--- config.mk ---
export PLATFORM = sky130hd
export DESIGN_NAME = pwm_duty_meter
export DESIGN_NICKNAME = d
export VERILOG_FILES = /design/src/rtl/pwm_meter_pkg.sv /design/src/rtl/pwm_duty_div.sv /design/src/rtl/pwm_duty_meter.sv
export SDC_FILE = /design/constraint.sdc
export NUM_CORES = 1
export LEC_CHECK = 0
export CAP_MARGIN = 20
export CORE_MARGIN = 4
export CORE_UTILIZATION = 51
export DETAILED_ROUTE_END_ITERATION = 8
export PLACE_DENSITY = 0.75
export SYNTH_ARGS = -nofsm -noshare
export SYNTH_HDL_FRONTEND = slang
export SYNTH_SLANG_ARGS = --single-unit
--- constraint.sdc ---
create_clock -name clk -period 3.6 [get_ports clk]
set_input_delay 0.36 -clock clk [delete_from_list [all_inputs] [get_ports clk]]
set_output_delay 0.36 -clock clk [all_outputs]
set_load 0.02 [all_outputs]
--- src/rtl/pwm_meter_pkg.sv ---
// Shared definitions for the PWM duty meter and its restoring divider.
//   DUTY_W    : width of the duty level (0..15 count domain)
//   DIV_ITER  : number of restoring-division iterations (one quotient bit each)
//   ITER_W    : width of the divider iteration counter
//   div_state_e : divider sequencing states
package pwm_meter_pkg;

  localparam int DUTY_W   = 4;
  localparam int DIV_ITER = 4;
  localparam int ITER_W   = $clog2(DIV_ITER);

  typedef enum logic [1:0] {
    DIV_IDLE,
    DIV_RUN,
    DIV_DONE
  } div_state_e;

endpackage

--- src/rtl/pwm_duty_div.sv ---
// Sequential restoring divider producing floor(16*H/P) for H < P.
// One quotient bit is resolved per RUN cycle, MSB first; the partial
// remainder starts at H and is doubled before each trial subtraction.
//
// Ports:
//   clk   in   system clock
//   rst   in   synchronous reset, active-low
//   start in   begin a division; accepted only while idle
//   H     in   CNT_W  dividend (high time), must be < P
//   P     in   CNT_W  divisor (period)
//   q     out  DUTY_W quotient; meaningful in the cycle done is high
//   done  out  high during the last iteration (q holds the final result)
//   busy  out  high from the cycle after start through the DONE cycle
module pwm_duty_div
  import pwm_meter_pkg::*;
#(
  parameter int CNT_W = 20
) (
  input  logic              clk,
  input  logic              rst,
  input  logic              start,
  input  logic [CNT_W-1:0]  H,
  input  logic [CNT_W-1:0]  P,
  output logic [DUTY_W-1:0] q,
  output logic              done,
  output logic              busy
);

  div_state_e          state;
  logic [CNT_W:0]      rem;
  logic [CNT_W-1:0]    dvs;
  logic [DUTY_W-2:0]   qacc;
  logic [ITER_W-1:0]   iter;

  logic [CNT_W:0]      rem_sh;
  logic [CNT_W:0]      rem_nx;
  logic                ge;
  logic [DUTY_W-1:0]   q_nx;

  // Trial subtraction for the current iteration. Because rem < P is
  // invariant, the doubled remainder always fits in CNT_W+1 bits.
  always_comb begin
    rem_sh = rem << 1;
    ge     = (rem_sh >= {1'b0, dvs});
    rem_nx = ge ? (rem_sh - {1'b0, dvs}) : rem_sh;
    q_nx   = {qacc, ge};
  end

  // The final quotient bit is combinational so the result is usable in
  // the same cycle the last iteration runs; this keeps the overall
  // rise-to-valid latency at five cycles.
  assign q    = q_nx;
  assign done = (state == DIV_RUN) && (iter == ITER_W'(DIV_ITER - 1));
  assign busy = (state != DIV_IDLE);

  always_ff @(posedge clk) begin
    if (!rst) begin
      state <= DIV_IDLE;
      rem   <= '0;
      dvs   <= '0;
      qacc  <= '0;
      iter  <= '0;
    end else begin
      case (state)
        DIV_IDLE: begin
          if (start) begin
            state <= DIV_RUN;
            rem   <= {1'b0, H};
            dvs   <= P;
            qacc  <= '0;
            iter  <= '0;
          end
        end
        DIV_RUN: begin
          rem  <= rem_nx;
          qacc <= q_nx[DUTY_W-2:0];
          iter <= iter + ITER_W'(1);
          if (done) begin
            state <= DIV_DONE;
          end
        end
        // One trailing busy cycle so the divider window spans five cycles.
        DIV_DONE: begin
          state <= DIV_IDLE;
        end
        default: begin
          state <= DIV_IDLE;
        end
      endcase
    end
  end

endmodule

--- src/rtl/pwm_duty_meter.sv ---
// PWM duty/period meter. Synchronizes an asynchronous PWM input, times
// the period and high interval between rising edges, converts the ratio
// to a 4-bit duty level and flags lines that stop toggling.
//
// Ports:
//   clk     in   system clock, single domain
//   rst     in   synchronous reset, active-low
//   pwm_in  in   asynchronous PWM input
//   duty    out  DUTY_W last measured duty level, floor(16*H/P)
//   period  out  CNT_W  last measured period P in cycles (0 after timeout)
//   valid   out  one-cycle pulse when duty/period update
//   stuck   out  high while no rising edge has been seen for TMO cycles
//   ovr     out  one-cycle pulse when a measurement is dropped (divider busy)
module pwm_duty_meter
  import pwm_meter_pkg::*;
#(
  parameter int CNT_W       = 20,
  parameter int SYNC_STAGES = 2
) (
  input  logic              clk,
  input  logic              rst,
  input  logic              pwm_in,
  output logic [DUTY_W-1:0] duty,
  output logic [CNT_W-1:0]  period,
  output logic              valid,
  output logic              stuck,
  output logic              ovr
);

  localparam logic [CNT_W-1:0] TMO = '1;

  logic [SYNC_STAGES-1:0] sync_q;
  logic                   lvl;
  logic                   lvl_d;
  logic                   rise;

  logic [CNT_W-1:0]       pc;
  logic [CNT_W-1:0]       hc;
  logic                   armed;
  logic [CNT_W-1:0]       p_cap;

  logic                   start;
  logic                   tmo;
  logic [DUTY_W-1:0]      div_q;
  logic                   div_done;
  logic                   div_busy;

  // Counters stick at TMO instead of wrapping, so a dead line can never
  // alias into a short bogus period.
  function automatic logic [CNT_W-1:0] sat_inc(input logic [CNT_W-1:0] v,
                                               input logic             inc);
    if (v == TMO) begin
      return v;
    end
    return v + {{(CNT_W-1){1'b0}}, inc};
  endfunction

  // Input synchronizer; lvl is the last stage.
  always_ff @(posedge clk) begin
    if (!rst) begin
      sync_q <= '0;
      lvl_d  <= 1'b0;
    end else begin
      sync_q <= {sync_q[SYNC_STAGES-2:0], pwm_in};
      lvl_d  <= lvl;
    end
  end

  assign lvl  = sync_q[SYNC_STAGES-1];
  assign rise = lvl & ~lvl_d;

  // A measurement is only taken on an armed rise with the divider free.
  // The timeout is suppressed by a coincident rise and fires only once
  // per stuck episode (stuck gates it until the next rise).
  assign start = rise & armed & ~div_busy;
  assign tmo   = (pc == TMO) & ~rise & ~stuck;

  pwm_duty_div #(
    .CNT_W (CNT_W)
  ) u_div (
    .clk   (clk),
    .rst   (rst),
    .start (start),
    .H     (hc),
    .P     (pc),
    .q     (div_q),
    .done  (div_done),
    .busy  (div_busy)
  );

  // Counters, arming, timeout and output registers.
  always_ff @(posedge clk) begin
    if (!rst) begin
      pc     <= '0;
      hc     <= '0;
      armed  <= 1'b0;
      p_cap  <= '0;
      duty   <= '0;
      period <= '0;
      valid  <= 1'b0;
      stuck  <= 1'b0;
      ovr    <= 1'b0;
    end else begin
      valid <= 1'b0;
      ovr   <= 1'b0;

      if (rise) begin
        // The rise cycle itself is the first high cycle of the new period.
        pc    <= CNT_W'(1);
        hc    <= CNT_W'(1);
        stuck <= 1'b0;
        if (armed) begin
          if (div_busy) begin
            ovr <= 1'b1;
          end else begin
            p_cap <= pc;
          end
        end else begin
          armed <= 1'b1;
        end
      end else begin
        pc <= sat_inc(pc, 1'b1);
        hc <= sat_inc(hc, lvl);
      end

      if (tmo) begin
        stuck  <= 1'b1;
        duty   <= {DUTY_W{lvl}};
        period <= '0;
        valid  <= 1'b1;
        armed  <= 1'b0;
      end

      // Cannot coincide with tmo: a division ends five cycles after a
      // rise, long before pc can reach TMO.
      if (div_done) begin
        duty   <= div_q;
        period <= p_cap;
        valid  <= 1'b1;
      end
    end
  end

endmodule

# Word-level counts from Yosys, hierarchy flattened
# Cells that the tools add are included.
# Widths: inputs -> output; s select.
totals:
  regBits: 138
  inputBits: 3
  output_inout_bits: 27
  word_cells: 85
classes:
  addsub: 4
  order_cmp: 1
  eq_ne: 10
  muxes: 29
  n_bitwise: 10
  n_reduce_logical: 13
ops:
  columns: ["operator", "count"]
  rows:
  - ["$mux 20", 6]
  - ["$eq 20x20->1 const B", 2]
  - ["$pmux 20 s2", 1]
  - ["$ge 21x20->1", 1]
  - ["$add 20x1->20", 1]
  - ["$add 20x1->20 const B", 1]
  - ["$sub 20x20->20", 1]
  - ["$mux 1", 13]
  - ["$mux 4", 2]
  - ["$ne 2x2->1 const B", 4]
  - ["$pmux 2 s2", 2]
  - ["$reduce_bool 2->1", 4]
  - ["$mux 2", 3]
  - ["$ne 3x3->1 const B", 2]
  - ["$pmux 3 s2", 1]
  - ["$reduce_and 2->1", 3]
  - ["$reduce_and 3->1", 2]
  - ["$and 1x1->1", 5]
  - ["$not 1->1", 5]
  - ["$reduce_or 2->1", 2]
  - ["$mux 3", 1]
  - ["$add 2x1->2 const B", 1]
  - ["$eq 2x1->1 const B", 1]
  - ["$eq 2x2->1 const B", 1]
  - ["2 further kinds", 2]

# Depth between registers and ports, before layout
logic_depth:
  ltp_word: 7
  ltp_mapped: 11
  mapped_depth_nobuf: 10

# Modules after synthesis
# From an unflattened synthesis, not the netlist that was laid out.
hier_totals:
  cells_unflattened: 928
  hier_area_um2: 7387.1
modules_own_cells:
  columns: ["mod", "instances", "cells_each", "area_each_um2"]
  rows:
  - ["pwm_duty_meter", 1, 496, 4067.7]
  - ["pwm_duty_div", 1, 432, 3319.4]

# Worst setup path after synthesis
# OpenSTA, ideal clock, no wires.
synth_path:
  path_type: "register to register"
  startpoint: "register, netlist name p_cap[0]"
  endpoint: "register u_div.rem[14]"
  setup_time_ps: 136
  arrival_ps: 2138
  t_required_ps: 3464
  setup_slack_ps: 1326
  path_stages_with_launch: 9
  path_cell_list: "dfxtp_1 > fa_1 > nor2b_1 > o211ai_1 > a2111oi_0 > o31ai_1 > and3_1 > o21ai_0 > a31oi_1"
synth_lines:
  columns: ["element", "line_no", "rtl"]
  rows:
  - ["end signal: assignment", "pwm_duty_div.sv:68", "rem <= {1'b0, H};"]
  - ["end signal: assignment", "pwm_duty_div.sv:75", "rem <= rem_nx;"]
  - ["end: declaration", "pwm_duty_div.sv:30", "logic [CNT_W:0] rem;"]

==> impl_metrics.json <==
{
  "grt_first_pass_wirelength_um": 26100,
  "seqPwrFrac_pct": 41.0,
  "cts_setup_buffers": 0,
  "syn_avg_cell_area_um2": 8.03,
  "cts.clk_slew.worst_paths_ps": 60,
  "nets": 806,
  "grt_setup_unrepaired": "false",
  "start_util_pct": 53.0,
  "root_buffer": "clkbuf_16",
  "power_frac_comb_pct": 5.9,
  "wl_per_cell_um": 17.1,
  "fin_tns_setup_ps": 0,
  "synth_edf_count": 0,
  "grt_pass1_vias": 5172,
  "worst-setup-path-type": "flip-flop to flip-flop",
  "crit_start": "p_cap[1]",
  "timing.final.crit_share_pct": 78.6,
  "numClockSinks": 118,
  "clkPwrFrac_pct": 53.1,
  "syn_inst": 766,
  "finalHoldViolations": 0,
  "ys_seq_elements": 118,
  "synth_cell_types": 62,
  "p_sw_share_pct": 24.5,
  "synth_flop_cell": "dfxtp_1",
  "path_delay_family": "compound AO/OA/AOI/OAI gates",
  "critPathCaptureType": "flip-flop",
  "syn-num-nets": 794,
  "slew_headroom_pct": 45.4,
  "drv_cap": 0,
  "num_rows": 39,
  "grt.overflow.total": 0,
  "p_sw_uw": 795,
  "final-setup-viol-count": 0,
  "dp.cells": 901,
  "htreeDepth": 4,
  "dpl.hpwl_um": 11400,
  "async_reset_ff_share_pct": 0,
  "drc": 0,
  "firstDrtPassIters": 5,
  "finalClockSkew_ps": 12.2,
  "cts_buffers": 17,
  "portBuffers": 29,
  "start_kind": "flip-flop",
  "via_per_inst": 5.94,
  "stdcell_count": 934,
  "n_antenna_cell": 0,
  "crit_arrival_ps": 3150,
  "clk_latency_ps": 430,
  "synth_area_um2": 6150,
  "vias": 5545,
  "fmax_mhz": 353,
  "cp.required_ps": 3920,
  "core_um2": 11600,
  "clock_path_buffers": 2,
  "power_density_nw_per_um2": 456,
  "status": "finished, final reports clean",
  "ant_nets": 0,
  "drv_slew": 0,
  "io_pins": 30,
  "dieWidth_um": 118,
  "rr_startpoint": "p_cap[1]",
  "yosysSeqAreaShare_pct": 38.4,
  "min_path_type": "input pin to flip-flop",
  "antenna_found_initial": 0,
  "worst_pin_slew_ps": 820,
  "grt_usage_pct": 23.2,
  "worstPathMaxFanout": 28,
  "leakagePower_uw": 0.00267,
  "drive_above_1_share_pct": 6.70,
  "die_height_um": 118,
  "post_cts_resized": 0,
  "crit_slowest_cell": "dfxtp_1",
  "internal_power_uw": 2440,
  "cts_tree": "built",
  "path_buf_inv": 1,
  "routed_wirelength_um": 15900,
  "die_area_um2": 13900,
  "grt_max_degree": 55,
  "crit_chain": "inv_1 -> ha_1 -> nor2b_1 -> o31ai_1 -> a211oi_1 -> o211ai_1 -> nand2_2 -> and3_1 -> a21o_1",
  "worstHoldStart": "rst",
  "max_stage_delay_ps": 410,
  "area_growth_pct": 15.5,
  "hold_buffers": 0,
  "gp_congestion": 0.922,
  "synth_warnings": 0,
  "finalCriticalPeriod_ps": 2830,
  "vdd_drop_max_uv": 295,
  "drt_iter0_markers": 510
}
-- state kept, by name, indices dropped and copies added (netlist names), 2 cells and up --
| register | flops |
|---|---|
| u_div.iter | 2 |
| u_div.qacc | 3 |
| hc | 20 |
| pc | 20 |
| u_div.state | 2 |
| duty | 4 |
| p_cap | 20 |
| u_div.rem | 20 |
| period | 20 |
| sync_q | 2 |
-- final cells by class --
cell class,instances,area (um2)
clock buffers,18,439
clock inverters,14,166
fillers,1028,4510
inverters,39,146
multi-input cells,564,3450
flip-flops and latches,118,2360
well taps,143,179
repair buffers,38,360
-- synth_stat cells (all sizes together), types with 5 or more instances --
| cell | count | area share (%) |
|---|---|---|
| nand2 | 132 | 8.1 |
| dfxtp | 118 | 38 |
| nor2 | 59 | 3.6 |
| nand3 | 49 | 4.0 |
| inv | 39 | 2.4 |
| a21boi | 32 | 3.9 |
| clkbuf | 32 | 2.0 |
| a21oi | 31 | 2.5 |
| xnor2 | 28 | 4.0 |
| ha | 24 | 4.9 |
| o21ai | 20 | 1.6 |
| nor3 | 18 | 1.5 |
| nand4 | 16 | 2.2 |
| a31oi | 15 | 1.5 |
| a22o | 14 | 2.0 |
| buf | 13 | 1.3 |
| nor4 | 11 | 1.5 |
| a21o | 10 | 1.2 |
| o21a | 9 | 1.1 |
| xor2 | 9 | 1.3 |
| a211oi | 8 | 0.98 |
| and2 | 8 | 0.81 |
| and3 | 7 | 0.71 |
| nor2b | 6 | 0.61 |
| and4 | 5 | 0.75 |
| o211ai | 5 | 0.61 |
| or3 | 5 | 0.51 |
-- cell usage in the layout (no fill, tap or decap), drive strengths merged, types with 7 or more instances in the layout --
cell and n:
nand2 132, dfxtp 118, nor2 59, nand3 49, inv 44, a21boi 32, a21oi 31, xnor2 28
clkdlybuf4s50 28, ha 24, o21ai 20, clkbuf 18, nor3 18, nand4 16, a31oi 15, a22o 14
nor4 11, a21o 10, buf 10, o21a 9, xor2 9, a211oi 8, and2 8, and3 7
-- metrics by stage --
stage	hold WS (ps)	utilization (%)	setup slack [ps]	power, uW	instance area (um2)
after floorplan	412	-	1330	1500	6150
after global placement	417	55.8	953	1540	6480
after detailed placement	420	55.8	817	1540	6480
after CTS	314	61.0	802	3250	7090
after global routing	334	61.2	529	3340	7100
final	342	61.2	771	3240	7100
-- worst paths after layout --
path,slack (ps),to,depth (start not counted)
worst max-delay path,770,u_div.rem[16],9
worst min-delay path,340,duty[2],3
worst max register to register,770,u_div.rem[16],9
worst min register to register,430,sync_q[1],1
-- power by group through the flow --
stage	Sequential [uW]	Clock, uW	Combinational, uW
3_3_place_gp	1350	0	182
3_5_place_dp	1360	0	185
2_1_floorplan	1350	0	150
6_report	1330	1720	192
4_1_cts	1330	1740	188
5_1_grt	1330	1800	212
-- per-layer routing --
layer,part of all wire (%),track usage (%),vias up
li1,-,-,2713
met1,47,31.4,2567
met2,44,35.4,211
met3,5.6,5.14,54
met4,3.3,10.3,0
met5,0,0,-
-- cell families (layout without fill, tap and decap cells) --
group,count (synthesis),count (layout),synth area share (%)
muxes,3,3,0.488
AOI/OAI and AO/OA,169,169,19.0
DFF,118,118,38.4
and+or+nand+nor,330,330,26.0
buffers and inverters,84,109,5.59
adders and majority gates,25,25,5.21
xor gates and xnor gates,37,37,5.27
-- tightest hold or removal path, stage by stage --
cell and delay (ps):
buf_2 200, o21ai_0 110, a21oi_1 40
(Power assumes the default switching activity.)
